===== config.mk =====
export PLATFORM = sky130hd
export DESIGN_NAME = spi_regfile_peripheral_flat
export DESIGN_NICKNAME = d
export VERILOG_FILES = /design/src/rtl/spi_regfile_peripheral_if.sv /design/src/rtl/spi_regfile_peripheral.sv /design/src/flat_wrapper.sv
export SDC_FILE = /design/constraint.sdc
export NUM_CORES = 1
export LEC_CHECK = 0
export BUFFER_PORTS_ARGS = -buffer_cell sky130_fd_sc_hd__buf_2
export CORE_UTILIZATION = 55
export DETAILED_ROUTE_END_ITERATION = 7
export GPL_ROUTABILITY_DRIVEN = 0
export GPL_TIMING_DRIVEN = 0
export PLACE_DENSITY = 0.76
export SLEW_MARGIN = 20
export SYNTH_ARGS = -nofsm -noshare
export SYNTH_HDL_FRONTEND = slang
export SYNTH_SLANG_ARGS = --single-unit

===== constraint.sdc =====
create_clock -name m_clk -period 3.2 [get_ports m_clk]
set_input_delay 0.48 -clock m_clk [delete_from_list [all_inputs] [get_ports m_clk]]
set_output_delay 0.48 -clock m_clk [all_outputs]
set_load 0.01 [all_outputs]

===== src/rtl/spi_regfile_peripheral_if.sv =====
// SPI pad bundle between an SPI controller (master) and the register-file peripheral (slave).
interface spi_regfile_peripheral_if;
    logic sclk;
    logic mosi;
    logic cs_n;
    logic miso;
    logic miso_oe;

    modport master (output sclk, mosi, cs_n, input miso, miso_oe);
    modport slave  (input sclk, mosi, cs_n, output miso, miso_oe);
endinterface


===== src/rtl/spi_regfile_peripheral.sv =====
// SPI mode-0 register file: synchronises the pads into m_clk, decodes R/W + address + data frames,
// commits writes on cs_n release and shifts register contents out on MISO for reads.
module spi_regfile_peripheral #(
    parameter int ADDR_W      = 7,
    parameter int DATA_W      = 8,
    parameter int NUM_REGS    = 5,
    parameter int SYNC_STAGES = 2
) (
    input  logic                         m_clk,
    input  logic                         rst,
    spi_regfile_peripheral_if.slave      spi,
    output logic [NUM_REGS*DATA_W-1:0]   regs_o,
    output logic                         wr_strobe,
    output logic [ADDR_W-1:0]            wr_addr
);
    localparam int FRAME_W = 1 + ADDR_W + DATA_W;
    localparam int CNT_W   = $clog2(FRAME_W + 2);
    localparam logic [CNT_W-1:0] CNT_CMD   = CNT_W'(1 + ADDR_W);
    localparam logic [CNT_W-1:0] CNT_FRAME = CNT_W'(FRAME_W);
    localparam logic [CNT_W-1:0] CNT_SAT   = CNT_W'(FRAME_W + 1);

    typedef enum logic [2:0] {IDLE, CMD, WDATA, RDATA, OVER} state_e;

    logic [SYNC_STAGES-1:0] sclk_sync_q, sclk_sync_d, mosi_sync_q, mosi_sync_d, cs_sync_q, cs_sync_d;
    logic [SYNC_STAGES:0]   vld_pipe_q, vld_pipe_d;
    logic                   sclk_prev_q, sclk_prev_d, cs_prev_q, cs_prev_d;
    state_e                 state_q, state_d;
    logic [CNT_W-1:0]       cnt_q, cnt_d;
    logic [FRAME_W-1:0]     shreg_q, shreg_d;
    logic [DATA_W-1:0]      rd_q, rd_d;
    logic                   miso_q, miso_d, miso_oe_q, miso_oe_d, wr_strobe_q, wr_strobe_d;
    logic [ADDR_W-1:0]      wr_addr_q, wr_addr_d;
    logic [NUM_REGS-1:0][DATA_W-1:0] regs_q, regs_d;

    logic sclk_s, mosi_s, cs_s, armed;
    logic sclk_rise, sclk_fall, cs_rise, cs_fall;
    logic [ADDR_W-1:0] fr_addr;

    assign sclk_s  = sclk_sync_q[SYNC_STAGES-1];
    assign mosi_s  = mosi_sync_q[SYNC_STAGES-1];
    assign cs_s    = cs_sync_q[SYNC_STAGES-1];
    // Edges are only trusted once the synchronisers and delayed copies hold real pad values,
    // so a cs_n held low across reset release does not look like a fresh frame start.
    assign armed     = vld_pipe_q[SYNC_STAGES];
    assign sclk_rise = armed & sclk_s & ~sclk_prev_q;
    assign sclk_fall = armed & ~sclk_s & sclk_prev_q;
    assign cs_rise   = armed & cs_s & ~cs_prev_q;
    assign cs_fall   = armed & ~cs_s & cs_prev_q;
    assign fr_addr   = shreg_q[DATA_W +: ADDR_W];

    always_comb begin
        sclk_sync_d = {sclk_sync_q[SYNC_STAGES-2:0], spi.sclk};
        mosi_sync_d = {mosi_sync_q[SYNC_STAGES-2:0], spi.mosi};
        cs_sync_d   = {cs_sync_q[SYNC_STAGES-2:0], spi.cs_n};
        vld_pipe_d  = {vld_pipe_q[SYNC_STAGES-1:0], 1'b1};
        sclk_prev_d = sclk_s;
        cs_prev_d   = cs_s;
    end

    always_comb begin
        state_d     = state_q;
        cnt_d       = cnt_q;
        shreg_d     = shreg_q;
        rd_d        = rd_q;
        miso_d      = miso_q;
        miso_oe_d   = miso_oe_q;
        wr_strobe_d = 1'b0;
        wr_addr_d   = wr_addr_q;
        regs_d      = regs_q;

        if (cs_rise) begin
            // A same-cycle sclk edge is dropped: the frame is judged on the count so far.
            if (state_q != IDLE && shreg_q[FRAME_W-1] && cnt_q == CNT_FRAME) begin
                for (int k = 0; k < NUM_REGS; k++) begin
                    if (fr_addr == ADDR_W'(k)) begin
                        regs_d[k]   = shreg_q[DATA_W-1:0];
                        wr_strobe_d = 1'b1;
                        wr_addr_d   = fr_addr;
                    end
                end
            end
            state_d   = IDLE;
            miso_d    = 1'b0;
            miso_oe_d = 1'b0;
        end else if (cs_fall) begin
            state_d   = CMD;
            cnt_d     = '0;
            shreg_d   = '0;
            miso_oe_d = 1'b1;
        end else if (sclk_rise && state_q != IDLE) begin
            if (cnt_q != CNT_SAT) cnt_d = cnt_q + 1'b1;
            if (state_q != OVER) shreg_d = {shreg_q[FRAME_W-2:0], mosi_s};
            case (state_q)
                CMD: begin
                    if (cnt_d == CNT_CMD) begin
                        if (shreg_d[ADDR_W]) begin
                            state_d = WDATA;
                        end else begin
                            state_d = RDATA;
                            rd_d    = '0;
                            for (int k = 0; k < NUM_REGS; k++)
                                if (shreg_d[ADDR_W-1:0] == ADDR_W'(k)) rd_d = regs_q[k];
                        end
                    end
                end
                WDATA, RDATA: if (cnt_d == CNT_FRAME) state_d = OVER;
                default: ;
            endcase
        end else if (sclk_fall && state_q == RDATA) begin
            miso_d = rd_q[DATA_W-1];
            rd_d   = {rd_q[DATA_W-2:0], 1'b0};
        end
    end

    always_ff @(posedge m_clk or posedge rst) begin
        if (rst) begin
            sclk_sync_q <= '0;
            mosi_sync_q <= '0;
            cs_sync_q   <= '1;
            vld_pipe_q  <= '0;
            sclk_prev_q <= 1'b0;
            cs_prev_q   <= 1'b1;
            state_q     <= IDLE;
            cnt_q       <= '0;
            shreg_q     <= '0;
            rd_q        <= '0;
            miso_q      <= 1'b0;
            miso_oe_q   <= 1'b0;
            wr_strobe_q <= 1'b0;
            wr_addr_q   <= '0;
            regs_q      <= '0;
        end else begin
            sclk_sync_q <= sclk_sync_d;
            mosi_sync_q <= mosi_sync_d;
            cs_sync_q   <= cs_sync_d;
            vld_pipe_q  <= vld_pipe_d;
            sclk_prev_q <= sclk_prev_d;
            cs_prev_q   <= cs_prev_d;
            state_q     <= state_d;
            cnt_q       <= cnt_d;
            shreg_q     <= shreg_d;
            rd_q        <= rd_d;
            miso_q      <= miso_d;
            miso_oe_q   <= miso_oe_d;
            wr_strobe_q <= wr_strobe_d;
            wr_addr_q   <= wr_addr_d;
            regs_q      <= regs_d;
        end
    end

    assign spi.miso    = miso_q;
    assign spi.miso_oe = miso_oe_q;
    assign regs_o      = regs_q;
    assign wr_strobe   = wr_strobe_q;
    assign wr_addr     = wr_addr_q;
endmodule


===== src/flat_wrapper.sv =====
// flat-port wrapper written by rule: the top's interface ports become plain ports
module spi_regfile_peripheral_flat 
#(
    parameter int ADDR_W      = 7,
    parameter int DATA_W      = 8,
    parameter int NUM_REGS    = 5,
    parameter int SYNC_STAGES = 2
)
  (m_clk, rst, regs_o, wr_strobe, wr_addr, spi_sclk, spi_mosi, spi_cs_n, spi_miso, spi_miso_oe);
  spi_regfile_peripheral_if spi_i ();
  input  logic m_clk;
  input  logic rst;
  output logic [NUM_REGS*DATA_W-1:0] regs_o;
  output logic wr_strobe;
  output logic [ADDR_W-1:0] wr_addr;
  input wire logic [$bits(spi_i.sclk)-1:0] spi_sclk;
  input wire logic [$bits(spi_i.mosi)-1:0] spi_mosi;
  input wire logic [$bits(spi_i.cs_n)-1:0] spi_cs_n;
  output wire logic [$bits(spi_i.miso)-1:0] spi_miso;
  output wire logic [$bits(spi_i.miso_oe)-1:0] spi_miso_oe;
  assign spi_i.sclk = spi_sclk;
  assign spi_i.mosi = spi_mosi;
  assign spi_i.cs_n = spi_cs_n;
  assign spi_miso = spi_i.miso;
  assign spi_miso_oe = spi_i.miso_oe;
  spi_regfile_peripheral #(.ADDR_W(ADDR_W), .DATA_W(DATA_W), .NUM_REGS(NUM_REGS), .SYNC_STAGES(SYNC_STAGES)) u_core (.m_clk(m_clk), .rst(rst), .spi(spi_i), .regs_o(regs_o), .wr_strobe(wr_strobe), .wr_addr(wr_addr));
endmodule

==> impl_metrics.ini, run 1 <==
[placement]
hpwl_um = 7059
dpl.cell_count = 557
placement.io_buffers = 54
place_area_mm2 = 0.004816
post-place-ws_ps = 395.7

[floorplanning]
dieArea_mm2 = 0.008323
io-pin-count = 55
die_y_um = 91.23
rows = 32
core_area_mm2 = 0.007727
start_util_pct = 56.67
dieWidth_um = 91.23

[timing]
finalMaxSlewViolations = 0
rsz0062_at_grt = false
skew_ps = 12.84
max_freq_mhz = 345.6
tightest_slew_ps = 925.7
final.setup.worst_slack_ps = 306.3
relSlewSlack_pct = 37.73
post-route-min-period_ps = 2894
hold_viol_final = 0
fin_crit_sh_pct = 90.43
setup-violations-final = 0

[global_route]
grt_max_degree = 51
grt-ovfl-total = 0
grt_pass1_vias = 3310
antenna_found_initial = 0
grt_pass1_wl_um = 16840
grt.total_usage_pct = 26.16

[outcome]
status = completed

[logic_synthesis]
synth_edf_count = 0
synthTopCellsByCount = 90 x dfrtp_1, 37 x mux2_2, 31 x nor2_1, 30 x nand2_1, 24 x o21ai_0
syn_area_per_cell_um2 = 10.95
synth_ff_type = dfrtp_1
synth_seq_cells = 93
netlist.area_leader.share_pct = 51.43
synthArstFlopShare_pct = 100.0
syn_nets = 408
yosysTopAreaCell = dfrtp_1
yosysMostFrequentCell = dfrtp_1
yosys-top-cells-area = dfrtp_1 51%, mux2_2 9.5%, a22o_1 3.2%
yosysSeqAreaShare_pct = 53.23
synth_cell_types = 54
syn_inst = 400
ys.warnings.count = 0
netlist_area_mm2 = 0.004379

[cts]
cts_buffers = 9
htree_levels = 3
cts_resized = 0
postCtsSetupBuffers = 0
clock_latency_ps = 360
cts_root_buf = clkbuf_8
tritoncts = done
cts.sinks = 93
max-clock-path-buffers = 2
ctsHoldBuffers = 0
clk_pin_slew_ps = 100

[finish]
final_area_mm2 = 0.005037
num-nets-final = 474
post-route-util_pct = 65.19
area_growth_pct = 15.03
finalNonFillerCells = 573
drive_above_1_share_pct = 26.75
antennaDiodeCount = 0

[critical_path]
r2r_cells = 9
start_kind = register
rrSetupSlack_ps = 310
crit_required_ps = 3490
path_class = reg2reg
cp.arrival_ps = 3180
cp-end-kind = register
cp_max_fo = 10
rr_endpoint = u_core.shreg_q[5]
worstReg2RegStart = u_core.state_q[0]

[min_path]
hold_class = in2async

[power_and_ir_drop]
p_total_mw = 2.713
power.density_mw_per_mm2 = 538.5
irDropWorstVdd_mv = 0.4275
p_leak_nw = 2.482

[detailed_routing]
wl_per_cell_um = 17.77
drtPass1Iterations = 5
drtAntennaViolNets = 0
via_count = 3389
wl_um = 10180
drt_iter0_drc = 251
route.detailed.drc = 0
vias_per_cell = 5.914

[flow_run]
drv_cap = 0
## power breakdown
group	leakage (nW)	switching, mW	total [mW]	internal [mW]
logic	1.12	0.365	0.580	0.215
clock network	0.106	0.425	0.869	0.444
registers	1.26	0.0437	1.26	1.22
## final cells by class
| cell class | count | area, um2 |
|---|---|---|
| buffer | 21 | 101.3 |
| clock buffer | 9 | 123.9 |
| clock inverter | 7 | 97.59 |
| fill | 596 | 2690 |
| inverter | 13 | 51.30 |
| multi-input combinational | 273 | 1907 |
| sequential | 93 | 2331 |
| tap | 102 | 127.6 |
| timing repair buffer | 55 | 297.8 |
## how the worst max path moves through the flow
| stage | end | from |
|---|---|---|
| 2_1_floorplan | u_core.cnt_q[0] | rst |
| 3_3_place_gp | u_core.regs_o[34] | rst |
| 3_5_place_dp | u_core.shreg_q[5] | u_core.state_q[0] |
| 4_1_cts | u_core.shreg_q[5] | u_core.state_q[0] |
| 5_1_grt | u_core.shreg_q[5] | u_core.state_q[0] |
| 6_report | u_core.shreg_q[5] | u_core.state_q[0] |
## routing by layer
metal / part of all wire [%] / vias to the layer above / GRT usage (%)
li1: - / 1580 / -
met1: 47 / 1682 / 37.16
met2: 46 / 110 / 39.84
met3: 5.2 / 17 / 5.444
met4: 1.8 / 0 / 9.656
met5: 0 / - / 0
## worst max-delay path, stage by stage (launching register included)
cell and delay [ps]:
dfrtp_1 360, buf_2 170, or3_1 380, clkbuf_1 170
nand4b_1 340, a21oi_1 130, a21oi_1 480, o21bai_1 320
buf_2 300, a22o_1 160
## cell usage in the layout (no fill, tap or decap), types with 2 or more instances in the layout
cell         n
dfrtp_1     90
buf_2       57
mux2_2      37
nor2_1      31
nand2_1     30
o21ai_0     24
clkbuf_1    16
a22o_1      16
a21oi_1     15
nand3_1     15
inv_1       12
o31ai_1     10
clkbuf_8     9
nor3_1       8
a21boi_0     8
a22oi_1      7
o211a_1      7
nor2b_1      6
nand4_1      5
and2_1       5
nand3b_1     4
a31oi_1      4
nor4b_1      3
nor3b_2      3
xor2_1       3
ha_1         3
dfstp_2      3
and2b_1      2
mux2i_1      2
and3_1       2
clkinvlp_4   2
inv_6        2
bufinv_16    2
## registers in the layout, indices dropped and copies added, names as in the netlist
name                count
u_core.mosi_sync_q      2
u_core.rd_q             8
u_core.state_q          3
u_core.wr_addr          7
u_core.sclk_sync_q      2
u_core.spi.miso         1
u_core.wr_strobe        1
u_core.cs_prev_q        1
u_core.shreg_q         16
u_core.cnt_q            5
u_core.cs_sync_q        2
u_core.vld_pipe_q       3
u_core.spi.miso_oe      1
u_core.sclk_prev_q      1
u_core.regs_o          40
## cell families after synthesis
kind of cell / count (synthesis) / share of synthesized area, %
adders and majority gates: 3 / 0.8572
other: 1 / 0.08563
DFF: 93 / 53.23
and+or+nand+nor: 124 / 15.11
AOI/OAI and AO/OA: 102 / 16.20
muxes: 40 / 10.49
buffers and inverters: 34 / 3.428
xor gates and xnor gates: 3 / 0.6001
## stage by stage
stage	hold WS, ps	TNS (ps)
finish	166.0	0
detailed placement	341.6	0
floorplan	331.2	0
CTS	186.6	0
global route	189.0	0
global placement	332.5	-57240
Power figures use the tool's default switching activity.
==> run 2: changes to the inputs <==
CORE_ASPECT_RATIO = 0.7   (was not set)
CORE_UTILIZATION = 35   (was 55)
PLACE_DENSITY = not set   (was 0.76)
==> run 2 against run 1 <==
  * Cell count is 9.6% higher
  * Wire length grew 8.4%
  * Die area increased by 56%
  * Clock skew decreased by 4.6 ps
==> impl_metrics.ini, run 2 (synthesized netlist as in run 1, its figures left out) <==
[outcome]
status = completed

[finish]
layout_commonest_cell = dfrtp_1
final_cell_mix = 90 x dfrtp_1, 57 x buf_2, 37 x mux2_2
antennaDiodeCount = 0
num-nets-final = 474
final_area_mm2 = 0.005213
area_growth_pct = 19.03
drive_above_1_share_pct = 26.75
largest_register_ffs = 40

[placement]
hpwl_um = 7865
post-place-ws_ps = 323.3
place_area_mm2 = 0.004887
placement.io_buffers = 54

[detailed_routing]
drtAntennaViolNets = 0
drt_iter0_drc = 266
route.detailed.drc = 0
wl_per_cell_um = 17.57
wl_um = 11040
drtPass1Iterations = 4
via_count = 3413
vias_per_cell = 5.435

[timing]
final.setup.worst_slack_ps = 257.5
max_freq_mhz = 339.9
setup-violations-final = 0
rsz0062_at_grt = false
hold_viol_final = 0
finalMaxSlewViolations = 0
tightest_slew_ps = 919.9
post-route-min-period_ps = 2942
fin_crit_sh_pct = 91.95
relSlewSlack_pct = 38.13
skew_ps = 8.273

[cts]
clock_latency_ps = 350
tritoncts = done
cts_resized = 0
cts_buffers = 9
htree_levels = 3
cts_root_buf = clkbuf_16
max-clock-path-buffers = 2
ctsHoldBuffers = 0
clk_pin_slew_ps = 60
postCtsSetupBuffers = 0
cts.sinks = 93

[critical_path]
cp_max_fo = 10
crit_chain = buf_2 -> or3_1 -> clkbuf_1 -> nand4b_1 -> a21oi_1 -> a21oi_1 -> o21bai_1 -> buf_2 -> a22o_1
cp-end-kind = register
crit_path_max_incr_delay_ps = 460
crit_required_ps = 3490
cp_slowest_cell = a21oi_1
cp.arrival_ps = 3230
start_kind = register
path_class = reg2reg

[power_and_ir_drop]
combPwrFrac_pct = 19.3
switchingPower_mw = 0.8701
irDropWorstVdd_mv = 0.2747
sw_frac_of_total_pct = 28.91
p_clk_share_pct = 38.6
power_frac_seq_pct = 42.1
p_total_mw = 3.010
power.density_mw_per_mm2 = 577.4
p_leak_nw = 2.534
p_int_mw = 2.140

[global_route]
grt.total_usage_pct = 18.53
grt-ovfl-total = 0
grt_use_met3_pct = 4.732
grt_busiest_layer = met1
globalRouteMet1Util_pct = 28.98
grt_pass1_wl_um = 17640
grt_use_met2_pct = 24.45
antenna_found_initial = 0
grt_max_degree = 78
grt_pass1_vias = 3152

[floorplanning]
rows = 33
dieArea_mm2 = 0.01297
dieWidth_um = 135.7
core_area_mm2 = 0.01193
start_util_pct = 36.70
die_y_um = 95.59
io-pin-count = 55

[min_path]
hold_class = in2async

[flow_run]
drv_cap = 0
==> run 2: power groups by stage <==
| stage | clock network (mW) | registers (mW) | logic [mW] |
|---|---|---|---|
| after floorplan | 0 | 1.28 | 0.428 |
| after global placement | 0 | 1.29 | 0.556 |
| after detailed placement | 0 | 1.29 | 0.576 |
| after CTS | 1.19 | 1.27 | 0.577 |
| after global routing | 1.25 | 1.27 | 0.641 |
| final | 1.16 | 1.27 | 0.582 |
==> run 2: layout make-up <==
type                            count  area, um2
Clock buffer                       10      239.0
Multi-Input combinational cell    273       1907
Sequential cell                    93       2331
Fill cell                        1133       6720
Inverter                           13      53.80
Timing Repair Buffer               55      297.8
Tap cell                          157      196.4
Buffer                             21      101.3
Clock inverter                      6      86.33
==> run 2: worst paths after layout <==
kind	end	slack (ps)	startpoint	depth (start not counted)
setup / recovery	u_core.shreg_q[9]	260	u_core.state_q[0]	9
hold / removal	u_core.wr_strobe	40	rst	2
setup reg to reg	u_core.shreg_q[9]	260	u_core.state_q[0]	9
hold reg to reg	u_core.vld_pipe_q[1]	350	u_core.vld_pipe_q[0]	0
max in group asynchronous	u_core.cs_prev_q	2540	rst	3
min in group m_clk	u_core.cs_sync_q[0]	230	spi_cs_n	1
==> run 2: stage by stage <==
stage,hold WS (ps),util [%],setup TNS [ps],std cells
after floorplan,331.2,-,0,400
after global placement,333.7,40.61,-69650,611
after detailed placement,336.3,40.96,0,612
after CTS,36.42,43.68,0,628
after global routing,37.50,43.68,0,628
final,40.25,43.68,0,628
==> run 2: routing by layer <==
layer / up-vias / part of all wire, %
met5: - / 0
met4: 0 / 1.2
met3: 13 / 6.8
met2: 123 / 40
met1: 1688 / 52
li1: 1589 / -
==> run 2: critical path, delay by kind of cell, from the launching register on <==
family | cells | cell delay [ps]
AOI/OAI and AO/OA | 4 | 1110
and+or+nand+nor | 2 | 740
buffers and inverters | 3 | 680
DFF | 1 | 360
==> run 3: changes to the inputs <==
RECOVER_POWER = 25   (was not set)
==> run 3 against run 2 <==
  * Worst hold slack improved by 140 ps
  * The run now ends with max-capacitance violations, max-slew violations left
  * Sequential cell count did not move
  * Largest cell class unchanged
  * Register-to-register slack got worse by 30 ps
  * Clock power barely moved
  * Clock-buffer cell count did not move
  * Critical endpoint unchanged
  * Critical path depth did not move
  * Utilization fell by 0.22 points
  * Global-route usage did not move
  * Die area did not move
  * Sequential power barely moved
==> impl_metrics.ini, run 3 (synthesized netlist as in run 1, its figures left out) <==
[cts]
cts_root_buf = clkbuf_16
clk_pin_slew_ps = 70
cts_resized = 0
cts_buffers = 9
tritoncts = done
postCtsSetupBuffers = 0
max-clock-path-buffers = 2
clock_latency_ps = 350
ctsHoldBuffers = 0
cts.sinks = 93
htree_levels = 3

[finish]
area_growth_pct = 18.43
largest_register_ffs = 40
multi_input_area_mm2 = 0.001907
final.fill_count = 1137
layout_commonest_cell = dfrtp_1
final_cell_mix = 90 x dfrtp_1, 57 x buf_2, 37 x mux2_2
drive_above_1_share_pct = 26.75
seq_area_mm2 = 0.002331
post-route-util_pct = 43.46
num-nets-final = 474
antennaDiodeCount = 0

[timing]
setup-violations-final = 0
whs_ps = 181.4
finalMaxSlewViolations = 78
hold_viol_final = 0
skew_ps = 7.323
tightest_slew_ps = 1898
fin_crit_sh_pct = 92.76
post-route-min-period_ps = 2968
max_freq_mhz = 336.9
rsz0062_at_grt = false
final.setup.worst_slack_ps = 231.7
relSlewSlack_pct = -26.53

[detailed_routing]
wl_per_cell_um = 17.63
vias_per_cell = 5.411
wl_um = 11070
via_count = 3398
drt_iter0_drc = 279
route.detailed.drc = 0
drtPass1Iterations = 5
drtAntennaViolNets = 0

[critical_path]
path_buf_inv = 3
rrSetupSlack_ps = 230
crit_chain = buf_2 -> or3_1 -> clkbuf_1 -> nand4b_1 -> a21oi_1 -> a21oi_1 -> o21bai_1 -> buf_2 -> a22o_1
worstReg2RegStart = u_core.state_q[0]
path_class = reg2reg
cp-end-kind = register
cp_slowest_cell = a21oi_1
rr_endpoint = u_core.shreg_q[9]
crit_family = compound AO/OA/AOI/OAI gates
cp.arrival_ps = 3260
start_kind = register
crit_required_ps = 3490
cp_max_fo = 10
crit_path_max_incr_delay_ps = 480
r2r_cells = 9
critPathLaunch = u_core.state_q[0]

[global_route]
antenna_found_initial = 0
grt.total_usage_pct = 18.53
grt_max_degree = 78
grt_pass1_wl_um = 17640
grt_pass1_vias = 3152
grt-ovfl-total = 0

[floorplanning]
die_y_um = 95.59
dieArea_mm2 = 0.01297
start_util_pct = 36.70
rows = 33
dieWidth_um = 135.7
io-pin-count = 55
core_area_mm2 = 0.01193

[placement]
placement.io_buffers = 54
hpwl_um = 7865
post-place-ws_ps = 323.3

[power_and_ir_drop]
power.density_mw_per_mm2 = 579.2
p_leak_nw = 2.521
irDropWorstVdd_mv = 0.2745

[outcome]
failed_checks = max-capacitance violations, max-slew violations
status = finished with violations

[min_path]
hold_class = in2async

[flow_run]
drv_cap = 1
## run 3: changes by cell type in the layout (fill, tap and decap cells not counted)
cell        previous run  this run
clkbuf_2               0         1
buf_16                 1         0
clkinvlp_2             0         1
inv_6                  1         0
## run 3: layout make-up
cell class	instances	share of cell area (%)
inverters	13	0.9650
flip-flops and latches	93	44.95
plain buffers	21	1.954
repair buffers	55	5.308
multi-input cells	273	36.77
clock buffers	10	4.608
clock inverters	6	1.665
well taps	157	3.788
## run 3: worst max-delay path by stage
| stage | endpoint | slack, ps | cells after the start |
|---|---|---|---|
| after floorplan | u_core.cnt_q[0] | 300 | 1 |
| after global placement | u_core.regs_o[26] | -780 | 2 |
| after detailed placement | u_core.shreg_q[9] | 320 | 9 |
| after CTS | u_core.shreg_q[9] | 310 | 9 |
| after global routing | u_core.shreg_q[9] | 50 | 9 |
| final | u_core.shreg_q[9] | 230 | 9 |
## run 3: per-stage QoR
| step | power, mW | cell area (um2) | std cells | TNS [ps] |
|---|---|---|---|---|
| after floorplan | 1.704 | 4379 | 400 | 0 |
| after global placement | 1.843 | 4846 | 611 | -69650 |
| after detailed placement | 1.864 | 4887 | 612 | 0 |
| after CTS | 3.028 | 5213 | 628 | 0 |
| after global routing | 3.155 | 5186 | 628 | 0 |
| final | 3.004 | 5186 | 628 | 0 |
## run 3: metal layers
metal	track usage [%]	vias to the layer above	wire [um]
li1	-	1588	-
met1	28.98	1691	5795
met2	24.45	107	4498
met3	4.732	12	661
met4	5.150	0	115
met5	0	-	0
## run 3: power breakdown
group	leakage, nW	internal [mW]	total [mW]	switching, mW
Sequential	1.26	1.22	1.27	0.0450
Combinational	1.10	0.211	0.576	0.365
Clock	0.158	0.704	1.16	0.457
Total	2.52	2.14	3.00	0.867
